===== config.mk =====
export PLATFORM = sky130hd
export DESIGN_NAME = result_shift_out
export DESIGN_NICKNAME = d
export VERILOG_FILES = /design/src/rtl/result_shift_pkg.sv /design/src/rtl/result_shift_out.sv
export SDC_FILE = /design/constraint.sdc
export NUM_CORES = 1
export LEC_CHECK = 0
export ABC_AREA = 1
export BUFFER_PORTS_ARGS = -buffer_cell sky130_fd_sc_hd__buf_2
export CORE_ASPECT_RATIO = 0.7
export CORE_MARGIN = 4
export CORE_UTILIZATION = 50
export DETAILED_ROUTE_END_ITERATION = 6
export GPL_TIMING_DRIVEN = 0
export PLACE_DENSITY_LB_ADDON = 0.25
export RECOVER_POWER = 25
export SKIP_CTS_REPAIR_TIMING = 1
export SYNTH_ARGS = -nofsm -noshare
export SYNTH_HDL_FRONTEND = slang
export SYNTH_SLANG_ARGS = --single-unit

===== constraint.sdc =====
create_clock -name clk -period 1.5 [get_ports clk]
set_input_delay 0.075 -clock clk [delete_from_list [all_inputs] [get_ports clk]]
set_output_delay 0.075 -clock clk [all_outputs]
set_load 0.05 [all_outputs]

===== src/rtl/result_shift_pkg.sv =====
// Shared types and constants for the compressor result serializer.
package result_shift_pkg;

    localparam int DEFAULT_WIDTH = 29;

    typedef enum logic [1:0] {
        IDLE   = 2'd0,
        SHIFT  = 2'd1,
        PARITY = 2'd2
    } state_t;

endpackage


===== src/rtl/result_shift_out.sv =====
// Latches a parallel compressor result and streams it out LSB first over a
// valid/ready serial link, followed by one even-parity bit marked as last.
module result_shift_out
    import result_shift_pkg::*;
#(
    parameter int WIDTH = DEFAULT_WIDTH
) (
    input  logic             clk,
    input  logic             rst,
    input  logic             capture,
    input  logic [WIDTH-1:0] dst,
    input  logic             sout_ready,
    output logic             sout,
    output logic             sout_valid,
    output logic             sout_last,
    output logic             busy,
    output logic             done,
    output logic             overrun
);

    localparam int CNT_W = $clog2(WIDTH + 1);

    state_t           state;
    logic [WIDTH-1:0] shreg;
    logic [WIDTH-1:0] shreg_nxt;
    logic [CNT_W-1:0] cnt;
    logic             par_acc;
    logic             xfer;

    assign xfer      = sout_valid && sout_ready;
    assign shreg_nxt = shreg >> 1;

    // Outputs are registered one bit ahead: on each transfer the next bit to
    // present is taken from the post-shift register, so sout never glitches.
    always_ff @(posedge clk) begin
        if (rst) begin
            state      <= IDLE;
            shreg      <= '0;
            cnt        <= '0;
            par_acc    <= 1'b0;
            sout       <= 1'b0;
            sout_valid <= 1'b0;
            sout_last  <= 1'b0;
            busy       <= 1'b0;
            done       <= 1'b0;
            overrun    <= 1'b0;
        end else begin
            done <= 1'b0;
            case (state)
                IDLE: begin
                    if (capture) begin
                        state      <= SHIFT;
                        shreg      <= dst;
                        cnt        <= '0;
                        par_acc    <= 1'b0;
                        sout       <= dst[0];
                        sout_valid <= 1'b1;
                        sout_last  <= 1'b0;
                        busy       <= 1'b1;
                    end
                end
                SHIFT: begin
                    if (capture) overrun <= 1'b1;
                    if (xfer) begin
                        shreg   <= shreg_nxt;
                        cnt     <= cnt + 1'b1;
                        par_acc <= par_acc ^ shreg[0];
                        if (cnt == CNT_W'(WIDTH - 1)) begin
                            // Parity covers every latched bit, including the one leaving now.
                            state     <= PARITY;
                            sout      <= par_acc ^ shreg[0];
                            sout_last <= 1'b1;
                        end else begin
                            sout <= shreg_nxt[0];
                        end
                    end
                end
                PARITY: begin
                    if (capture) overrun <= 1'b1;
                    if (xfer) begin
                        state      <= IDLE;
                        cnt        <= cnt + 1'b1;
                        sout       <= 1'b0;
                        sout_valid <= 1'b0;
                        sout_last  <= 1'b0;
                        busy       <= 1'b0;
                        done       <= 1'b1;
                    end
                end
                default: state <= IDLE;
            endcase
        end
    end

endmodule


==> reports/qor.yml <==
status: "finished, final reports clean"
routedWlPerCell_um: 12.0
hold_viol_final: 0
worstMarginPinSlew_ps: 599
synth_top_area_frac: 0.396
core_um2: 4020
start_util: 0.528
wl_um: 4850
gp_congestion: 0.804
die_width_um: 85.9
synth_cell_types: 19
grt_pass1_wl_um: 8120
max_slew_margin: 0.603
fmax_mhz: 693
synth-warning-count: 0
fin_crit_sh: 0.961
viasPerCell: 4.99
clkPwrFrac: 0.127
place_hpwl_um: 3300
antenna_left: 0
drtIter0Drc: 106
diodes: 0
grt_usage: 0.183
crit_start: "state[1]$_SDFFE_PP0P_"
cts_tree: "done"
met1_usage: 0.259
numClockSinks: 42
path_class: "flip-flop to flip-flop"
die-area_um2: 5370
ff2ff_path_depth: 5
synth_seq_area_share: 0.396
maxSlewViolCount: 0
setup-violations-final: 0
portBuffers: 37
comb_power_share: 0.571
grt_antenna_before_repair: 0
crit_path_end: "shreg[18]$_SDFFE_PP0P_"
switching_power_w: 0.00258
clk_latency_ps: 300
layout_common_cells: "nand2_1, o21ai_1, inv_1, buf_2, dfxtp_1"
cp_max_fo: 10
r2r-end: "shreg[18]$_SDFFE_PP0P_"
netlist_top_cells_area: "dfxtp_1, o21ai_1, nand2_1"
reg2reg_from: "state[1]$_SDFFE_PP0P_"
htreeDepth: 2
synth_area_leader_cell: "dfxtp_1"
clk_path_buf_depth: 2
num_vias: 2012
cap_violations: 0
r2r_setup_slack_ps: 60
gr-usage-met2: 0.272
fin_nets: 389
required_ps: 1690
post_dp_cell_area_um2: 2370
end_kind: "flip-flop"
reg_top3: "shreg x29, cnt x5, state x2"
mostFrequentLayoutCell: "nand2_1"
grt_overflow_total: 0
cp.arrival_ps: 1630
swShare: 0.449
fill_cells: 360
ys_ff_latch: 42
io_pins: 39
fin_worst_skew_ps: 11.2
numCtsBuffers: 5
ir_worst_vdd_v: 0.00129
cell_internal_pwr_w: 0.00316
hp-class: "input port to flip-flop"
drc: 0
dr.pass1.iters: 4
avgSynthCellArea_um2: 7.08
drive_gt1_frac: 0.274
clk_pin_slew_ps: 70
final_cell_area_um2: 2610
finalSetupTns_ps: 0
synth_cells: 300
power_density_nw_per_um2: 2200
fp-row-count: 19
synth_area_um2: 2120
syn_to_final_growth_pct: 22.8
largest_register: "shreg"
grt_max_degree: 14
grt.busiest_layer: "met2"
largest_register_ffs: 29
grt_pass1_vias: 1847
ctsRootBufferMaster: "clkbuf_8"
synth_nets: 339
multi_input_area_um2: 1040
use_met3: 0.0461
seq_area_um2: 850
fin_crit_ps: 1440
power_leakage_nw: 1.16
worstSetupStartpointType: "flip-flop"
fp.dieH_um: 62.5
seqPwrFrac: 0.302
==> critical path, cell delays in order (launching register included) <==
cell      delay (ps)
dfxtp_4          380
inv_6             50
ha_4             200
o211ai_4         340
clkbuf_4         290
a21oi_1           80
==> cells by family after synthesis <==
kind of cell	after synthesis	share of synthesized area
adders and majority gates	6	0.0354
and+or+nand+nor	81	0.152
DFF	42	0.396
AOI/OAI and AO/OA	106	0.271
buffers and inverters	65	0.146
==> metal layers <==
metal  routed length [µm]  vias to the layer above  part of all wire
li1                     -                     1066                 -
met1                 2370                      890              0.49
met2                 2120                       49              0.44
met3                  317                        7             0.065
met4                   40                        0            0.0082
met5                    0                        -                 0
==> stage by stage <==
stage               power (W)  hold slack (ps)  worst slack (ps)  cells  utilization
CTS                   0.00528             26.3              -210    397        0.613
detailed placement    0.00455              329              -194    389        0.591
floorplan             0.00395              220              56.4    300            -
global placement      0.00447              325              -169    389        0.591
global route          0.00620             61.9             -9.48    403        0.649
finish                0.00574             24.3              57.8    403        0.649
==> worst min path at each step <==
stage	from	slack, ps	cells after the start	to
2_1_floorplan	capture	220	2	overrun$_SDFFE_PP0P_
3_3_place_gp	capture	320	3	overrun$_SDFFE_PP0P_
3_5_place_dp	capture	330	3	overrun$_SDFFE_PP0P_
4_1_cts	capture	30	3	overrun$_SDFFE_PP0P_
5_1_grt	capture	60	3	overrun$_SDFFE_PP0P_
6_report	capture	20	3	overrun$_SDFFE_PP0P_
==> cell usage after synthesis, drive strengths merged <==
master	number
buf	15
nand3	7
nor3	2
dfxtp	42
nand2	55
nor2	16
clkbuf	2
nand4	1
inv	48
ha	6
o211ai	1
a21oi	38
o21ai	67
==> power by group through the flow <==
stage / Clock (W) / Sequential (W) / Combinational, W
2_1_floorplan: 0 / 0.00183 / 0.00212
3_3_place_gp: 0 / 0.00172 / 0.00275
3_5_place_dp: 0 / 0.00173 / 0.00282
4_1_cts: 0.000737 / 0.00171 / 0.00284
5_1_grt: 0.000792 / 0.00178 / 0.00363
6_report: 0.000727 / 0.00173 / 0.00328
==> final cells by class <==
type	instances	share of cell area
Buffer	17	0.0576
Clock buffer	6	0.0278
Clock inverter	2	0.00528
Inverter	48	0.0729
Multi-Input combinational cell	193	0.398
Sequential cell	42	0.326
Tap cell	52	0.0250
Timing Repair Buffer	43	0.0878
Power figures use the tool's default switching activity.
